`src/rtl/gray_pkg.sv`:
```
// ---------------------------------------------------------------------------
// gray_pkg
// Shared types and helpers for the Gray-code sequence source.
//   state_t  : stream FSM states (IDLE, RUN, DRAIN)
//   GRAY_W   : default code width
//   FUNC_W   : working width of the conversion helpers; callers zero-extend
//              their operand into it and size-cast the result back down
//   bin2gray : binary -> reflected Gray
//   gray2bin : reflected Gray -> binary (prefix XOR from the MSB down)
// ---------------------------------------------------------------------------
package gray_pkg;

    localparam int GRAY_W = 4;
    localparam int FUNC_W = 32;

    typedef enum logic [1:0] {
        IDLE  = 2'd0,
        RUN   = 2'd1,
        DRAIN = 2'd2
    } state_t;

    function automatic logic [FUNC_W-1:0] bin2gray(input logic [FUNC_W-1:0] b);
        return b ^ (b >> 1);
    endfunction

    // Zero-extended upper bits contribute nothing to the running XOR,
    // so a narrow code converts correctly inside the wide helper.
    function automatic logic [FUNC_W-1:0] gray2bin(input logic [FUNC_W-1:0] g);
        logic [FUNC_W-1:0] b;
        b = '0;
        b[FUNC_W-1] = g[FUNC_W-1];
        for (int i = FUNC_W - 2; i >= 0; i--) begin
            b[i] = b[i+1] ^ g[i];
        end
        return b;
    endfunction

endpackage

```
`src/rtl/gray_sequence_source_gray_step.sv`:
```
// ---------------------------------------------------------------------------
// gray_step
// Combinational next-code generator: advances a binary count by one in the
// requested direction (modulo 2**WIDTH) and returns the Gray encoding of
// the advanced count.
//   count      in   WIDTH  current binary count
//   dir        in   1      0 = up, 1 = down
//   next_count out  WIDTH  count +/- 1
//   next_gray  out  WIDTH  bin2gray(next_count)
// ---------------------------------------------------------------------------
module gray_step
    import gray_pkg::*;
#(
    parameter int WIDTH = GRAY_W
) (
    input  logic [WIDTH-1:0] count,
    input  logic             dir,
    output logic [WIDTH-1:0] next_count,
    output logic [WIDTH-1:0] next_gray
);

    localparam logic [WIDTH-1:0] ONE = {{(WIDTH-1){1'b0}}, 1'b1};

    // Step the count and encode the result; wrap-around is the natural modulo.
    always_comb begin
        if (dir) begin
            next_count = count - ONE;
        end else begin
            next_count = count + ONE;
        end
        next_gray = WIDTH'(bin2gray(FUNC_W'(next_count)));
    end

endmodule

```
`src/rtl/gray_sequence_source.sv`:
```
// ---------------------------------------------------------------------------
// gray_sequence_source
// Registered Gray-code stream generator with a valid/ready output.
// Keeps a binary count internally and presents its Gray code; supports
// up/down counting, a Gray-encoded preload and a one-shot full-cycle mode.
//   clk        in   1      rising-edge clock
//   rst_n      in   1      asynchronous active-low reset
//   start      in   1      begin streaming (IDLE only)
//   stop       in   1      finish after the current code is accepted
//   dir        in   1      0 = up, 1 = down, sampled per transfer
//   oneshot    in   1      stop after 2**WIDTH transfers (sampled with start)
//   load       in   1      preload request (IDLE only)
//   load_gray  in   WIDTH  preload value, Gray-encoded
//   gray_out   out  WIDTH  current Gray code
//   gray_valid out  1      gray_out is valid
//   gray_ready in   1      consumer accepts gray_out
//   wrap       out  1      pulse after a max->0 / 0->max transfer
//   busy       out  1      high in RUN and DRAIN
// ---------------------------------------------------------------------------
module gray_sequence_source
    import gray_pkg::*;
#(
    parameter int WIDTH = GRAY_W
) (
    input  logic             clk,
    input  logic             rst_n,
    input  logic             start,
    input  logic             stop,
    input  logic             dir,
    input  logic             oneshot,
    input  logic             load,
    input  logic [WIDTH-1:0] load_gray,
    output logic [WIDTH-1:0] gray_out,
    output logic             gray_valid,
    input  logic             gray_ready,
    output logic             wrap,
    output logic             busy
);

    localparam logic [WIDTH-1:0] MAX_COUNT  = {WIDTH{1'b1}};
    localparam logic [WIDTH-1:0] ZERO_COUNT = {WIDTH{1'b0}};
    localparam logic [WIDTH-1:0] TALLY_ONE  = {{(WIDTH-1){1'b0}}, 1'b1};

    state_t           state_r;
    state_t           state_next_s;
    logic [WIDTH-1:0] count_r;
    logic [WIDTH-1:0] gray_r;
    logic             valid_r;
    logic             wrap_r;
    logic             busy_r;
    logic             stop_pend_r;
    logic             oneshot_r;
    logic [WIDTH-1:0] tally_r;
    logic             xfer_s;
    logic             finish_s;
    logic [WIDTH-1:0] next_count_s;
    logic [WIDTH-1:0] next_gray_s;

    gray_step #(.WIDTH(WIDTH)) u_step (
        .count      (count_r),
        .dir        (dir),
        .next_count (next_count_s),
        .next_gray  (next_gray_s)
    );

    // Transfer detection and next-state selection.
    // tally_r holds the number of codes already accepted in this run, so the
    // 2**WIDTH-th transfer is the one that happens while it reads all ones.
    always_comb begin
        state_next_s = state_r;
        xfer_s       = valid_r & gray_ready;
        finish_s     = xfer_s & (stop_pend_r | stop | (oneshot_r & (tally_r == MAX_COUNT)));
        case (state_r)
            IDLE: begin
                if (start) begin
                    state_next_s = RUN;
                end else begin
                    state_next_s = IDLE;
                end
            end
            RUN: begin
                if (finish_s) begin
                    state_next_s = DRAIN;
                end else begin
                    state_next_s = RUN;
                end
            end
            DRAIN: begin
                state_next_s = IDLE;
            end
            default: begin
                state_next_s = IDLE;
            end
        endcase
    end

    // State, count, code and flag registers. valid/busy are registered from
    // the next state so they line up with the state they describe.
    always_ff @(posedge clk or negedge rst_n) begin
        if (!rst_n) begin
            state_r     <= IDLE;
            count_r     <= ZERO_COUNT;
            gray_r      <= ZERO_COUNT;
            valid_r     <= 1'b0;
            wrap_r      <= 1'b0;
            busy_r      <= 1'b0;
            stop_pend_r <= 1'b0;
            oneshot_r   <= 1'b0;
            tally_r     <= ZERO_COUNT;
        end else begin
            state_r <= state_next_s;
            valid_r <= (state_next_s == RUN);
            busy_r  <= (state_next_s != IDLE);
            case (state_r)
                IDLE: begin
                    wrap_r <= 1'b0;
                    // load is applied before start, so a same-cycle start streams load_gray first
                    if (load) begin
                        count_r <= WIDTH'(gray2bin(FUNC_W'(load_gray)));
                        gray_r  <= load_gray;
                    end
                    if (start) begin
                        tally_r     <= ZERO_COUNT;
                        oneshot_r   <= oneshot;
                        stop_pend_r <= 1'b0;
                    end
                end
                RUN: begin
                    if (xfer_s) begin
                        count_r     <= next_count_s;
                        gray_r      <= next_gray_s;
                        tally_r     <= tally_r + TALLY_ONE;
                        wrap_r      <= (!dir && (count_r == MAX_COUNT)) ||
                                       (dir && (count_r == ZERO_COUNT));
                        stop_pend_r <= (stop_pend_r | stop) & ~finish_s;
                    end else begin
                        wrap_r      <= 1'b0;
                        stop_pend_r <= stop_pend_r | stop;
                    end
                end
                DRAIN: begin
                    wrap_r      <= 1'b0;
                    stop_pend_r <= 1'b0;
                end
                default: begin
                    wrap_r      <= 1'b0;
                    stop_pend_r <= 1'b0;
                end
            endcase
        end
    end

    assign gray_out   = gray_r;
    assign gray_valid = valid_r;
    assign wrap       = wrap_r;
    assign busy       = busy_r;

endmodule

```
`config.mk`:
```
export PLATFORM = sky130hd
export DESIGN_NAME = gray_sequence_source
export DESIGN_NICKNAME = d
export VERILOG_FILES = /design/src/rtl/gray_pkg.sv /design/src/rtl/gray_sequence_source_gray_step.sv /design/src/rtl/gray_sequence_source.sv
export SDC_FILE = /design/constraint.sdc
export NUM_CORES = 1
export LEC_CHECK = 0
export CORE_MARGIN = 2
export CORE_UTILIZATION = 55
export CTS_BUF_LIST = sky130_fd_sc_hd__clkbuf_8 sky130_fd_sc_hd__clkbuf_16
export DETAILED_ROUTE_END_ITERATION = 6
export GPL_ROUTABILITY_DRIVEN = 0
export PLACE_DENSITY = 0.87
export SLEW_MARGIN = 0
export SYNTH_ARGS = -nofsm -noshare
export SYNTH_HDL_FRONTEND = slang
export SYNTH_SLANG_ARGS = --single-unit
```
`constraint.sdc`:
```
create_clock -name clk -period 3.8 [get_ports clk]
set_input_delay 0.57 -clock clk [delete_from_list [all_inputs] [get_ports clk]]
set_output_delay 0.57 -clock clk [all_outputs]
set_load 0.01 [all_outputs]
```
==> out/summary.txt <==
TIMING
------------------------------------------------------------------------------------------------------
Crit path time final                                                                           2.23 ns
Setup repair after global routing missed its margin                                              false
Worst-case headroom to the max-slew limit                                                        46.8%
Hold violation count in the final report                                                             0
Slew at the pin with the worst max-slew slack                                                 0.796 ns
Final count of pins violating max slew                                                               0
Layout Skew                                                                                 0.00674 ns
Number of endpoints failing setup at the final stage                                                 0
Peak clock frequency supported by timing                                                     0.449 GHz
Total negative slack for setup checks                                                             0 ns
Portion of the clock cycle consumed by the worst path in the final layout                        58.6%

CLOCKING
------------------------------------------------------------------------------------------------------
Count of instances resized after the clock tree is built                                             0
Post CTS Setup Buffer Count                                                                          0
CTS Sinks                                                                                           18
Number of buffers added by the clock tree synthesis step                                             3
Clock Path Buffers                                                                                   2
Clock tree from TritonCTS                                                                         done
Number of levels the H-tree was split into                                                           1
Clock transition at the register clock pins on the worst setup and hold paths after CTS        0.07 ns
CTS Root Cell                                                                                 clkbuf_8
Cts hold-fix bufs                                                                                    0
Clock Latency Late Sink                                                                        0.25 ns

FINAL LAYOUT
------------------------------------------------------------------------------------------------------
Share of layout cells above drive strength 1                                                     7.44%
Non-filler instance count after layout                                                             146
Syn-to-layout area delta                                                                         21.3%
Multi-input gate area                                                                          571 um2
Number of nets in the layout                                                                       139
Final instance area                                                                           1270 um2
Filler Cells Inserted                                                                              143
Antenna Cells                                                                                        0
Highest-count cells in the layout ignoring fill and taps                                  dfrtp_1, clkdlybuf4s50_1, nand2_1
Area taken by flip-flops and latches                                                           450 um2

WORST SETUP PATH
------------------------------------------------------------------------------------------------------
CP Capture Point                                                                          gray_out[2]$_DFFE_PN0P_
Worst path required time                                                                       3.97 ns
Slowest-stage cell, CP                                                                    clkdlybuf4s50_1
Origin of the critical flop-to-flop path                                                  count_r[0]$_DFFE_PN0P_
Crit. Startpoint                                                                                   dir
CP endpoint kind                                                                             flip-flop
Worst reg-to-reg path cell count                                                                     5
Delay of the slowest cell on the worst path                                                    0.54 ns
End of the worst register-to-register path                                                gray_out[2]$_DFFE_PN0P_
Category of the worst setup path launch point                                               input port
Buf+Inv Stages, Crit Path                                                                            1
Cells traversed along the worst timing path                                               clkdlybuf4s50_1 > fa_1 > xor2_1 > xor2_1 > or2b_1 > o211ai_1
Top cell family by delay on the critical path                                             buffers and inverters
Critical Path AT                                                                               2.40 ns
Cell repeated most along the worst path                                                         xor2_1
Maximum net fanout on the critical path                                                              7
Setup slack, reg-to-reg                                                                        2.02 ns
Logic depth of the worst path, buffers included                                                      6
Critical path type                                                                        input port to flip-flop

SYNTHESIS
------------------------------------------------------------------------------------------------------
Fraction of registers with async set or reset after synthesis                                     100%
Post-synthesis instance area                                                                  1050 um2
Mapped Avg Cell Area                                                                          10.1 um2
Yosys warning total                                                                                  0
Synth top area share                                                                             42.9%
Number of unique standard cell types used by synthesis                                              41
Number of synthesized flops with an enable pin                                                       0
Flip-flop and latch count after synthesis                                                           18
Most instantiated flip-flop cell in the synthesis netlist                                      dfrtp_1
Sequential element share of the synthesized area                                                 42.9%
Dominant cells by area after synthesis                                                    dfrtp_1, xor2_1, a21oi_1, ha_1, nand2_1
Area leader, netlist                                                                           dfrtp_1
Gate count of the mapped netlist                                                                   104
Post-synthesis net count                                                                           120

PLACE
------------------------------------------------------------------------------------------------------
Port Buffers                                                                                        18
Number of cells in the design after placement                                                      143
Total half-perimeter wirelength after legalization and detailed placement                      1.60 mm
DP Area                                                                                       1230 um2

ROUTE
------------------------------------------------------------------------------------------------------
Drt first pass iters                                                                                 3
Starting DRC count in detailed routing                                                               8
Vias per inst                                                                                     5.84
WL met3                                                                                          37 um
Routed Antenna Nets                                                                                  0
Post-Route WL                                                                                  2.04 mm
Top Layer Used                                                                                    met4
Vias post-DR                                                                                       853
Routed length per placed instance                                                              13.9 um
Detailed-routing wirelength on met1                                                             898 um
DRC viols                                                                                            0
Total length of routed met2 wires                                                              1.08 mm

FLOORPLANNING
------------------------------------------------------------------------------------------------------
Die width                                                                                      47.7 um
Area enclosed by the die boundary                                                             2270 um2
Number of placement rows                                                                            15
CORE AREA                                                                                     1760 um2
Io pins                                                                                             19
Die Height                                                                                     47.7 um
Initial core utilization                                                                         59.5%

POWER
------------------------------------------------------------------------------------------------------
Peak supply drop                                                                              0.478 mV
Cell Pwr Density                                                                            793 nW/um2
Leakage component of the power                                                             0.000533 uW

GLOBAL ROUTING
------------------------------------------------------------------------------------------------------
Number of antenna violations at the first check in global routing                                    0
Number of global-route vias before repair                                                          799
All-Layer GR Usage                                                                               21.3%
Global-route wire length before repair                                                         3.38 mm
Largest net degree at the start of global routing                                                   19
Leftover overflow at the end of global routing                                                       0

OUTCOME
------------------------------------------------------------------------------------------------------
Result of the run                                                                         complete, no violations

JOB
------------------------------------------------------------------------------------------------------
Reported max-cap violation count                                                                     0

WORST HOLD PATH
------------------------------------------------------------------------------------------------------
Worst hold path class                                                                     flip-flop to flip-flop

logic make-up after synthesis:
logic type	count (synthesis)	share of synthesized area (%)
mux	2	2.03
buf+inv	4	2.74
compound gates	26	16.6
fa+ha+maj	4	5.48
flops	18	42.9
simple gates	41	22.8
xor+xnor	9	7.51
through the flow:
stage	total power (uW)	util [%]	setup slack, ns	hold slack (ns)
detailed placement	882	69.9	1.32	0.472
CTS	1020	72.2	1.58	0.497
finish	1010	72.2	1.57	0.491
global placement	858	69.9	1.39	0.467
global route	1100	72.2	1.45	0.521
floorplan	736	-	2.00	0.274
how the worst min path moves through the flow:
stage,startpoint,to,depth (start not counted)
2_1_floorplan,rst_n,busy$_DFF_PN0_,0
3_3_place_gp,gray_out[0]$_DFFE_PN0P_,gray_out[0]$_DFFE_PN0P_,2
3_5_place_dp,gray_out[0]$_DFFE_PN0P_,gray_out[0]$_DFFE_PN0P_,2
4_1_cts,gray_out[0]$_DFFE_PN0P_,gray_out[0]$_DFFE_PN0P_,2
5_1_grt,oneshot_r$_DFFE_PN0P_,oneshot_r$_DFFE_PN0P_,1
6_report,gray_out[0]$_DFFE_PN0P_,gray_out[0]$_DFFE_PN0P_,2
worst min-delay path, delay by kind of cell, from the launching register on:
family | cells | cell delay (ns)
AOI/OAI and AO/OA | 1 | 0.07
and+or+nand+nor | 1 | 0.05
DFF | 1 | 0.34
sequential cells by signal (all words and copies together), names as in the netlist:
name         cells
count_r          4
tally_r          4
gray_out         3
state_r          2
busy             1
gray_valid       1
oneshot_r        1
stop_pend_r      1
wrap             1
cell usage after synthesis (all sizes together) (2+ instances only):
cell type / number
dfrtp: 18
nand2: 10
nor2: 9
a21oi: 8
xor2: 6
nand2b: 5
o211ai: 5
buf: 4
o21ai: 4
ha: 3
xnor2: 3
a31oi: 2
and4b: 2
nand3: 2
cell type report:
| type | count | area share [%] |
|---|---|---|
| multi-input combinational | 82 | 44.8 |
| sequential | 18 | 35.4 |
| timing repair buffer | 18 | 14.1 |
| clock buffer | 3 | 3.24 |
| tap | 25 | 2.46 |
per-layer routing:
layer	vias to the layer above	track usage [%]
li1	412	-
met1	425	23.8
met2	12	39.7
met3	4	3.40
met4	0	8.11
met5	-	0
report_power, final:
group	total, uW	internal [uW]	switching, uW
sequential	365	272	92.7
combinational	514	252	262
clock	132	70.4	61.4
total	1010	595	416
(Power assumes the default switching activity.)
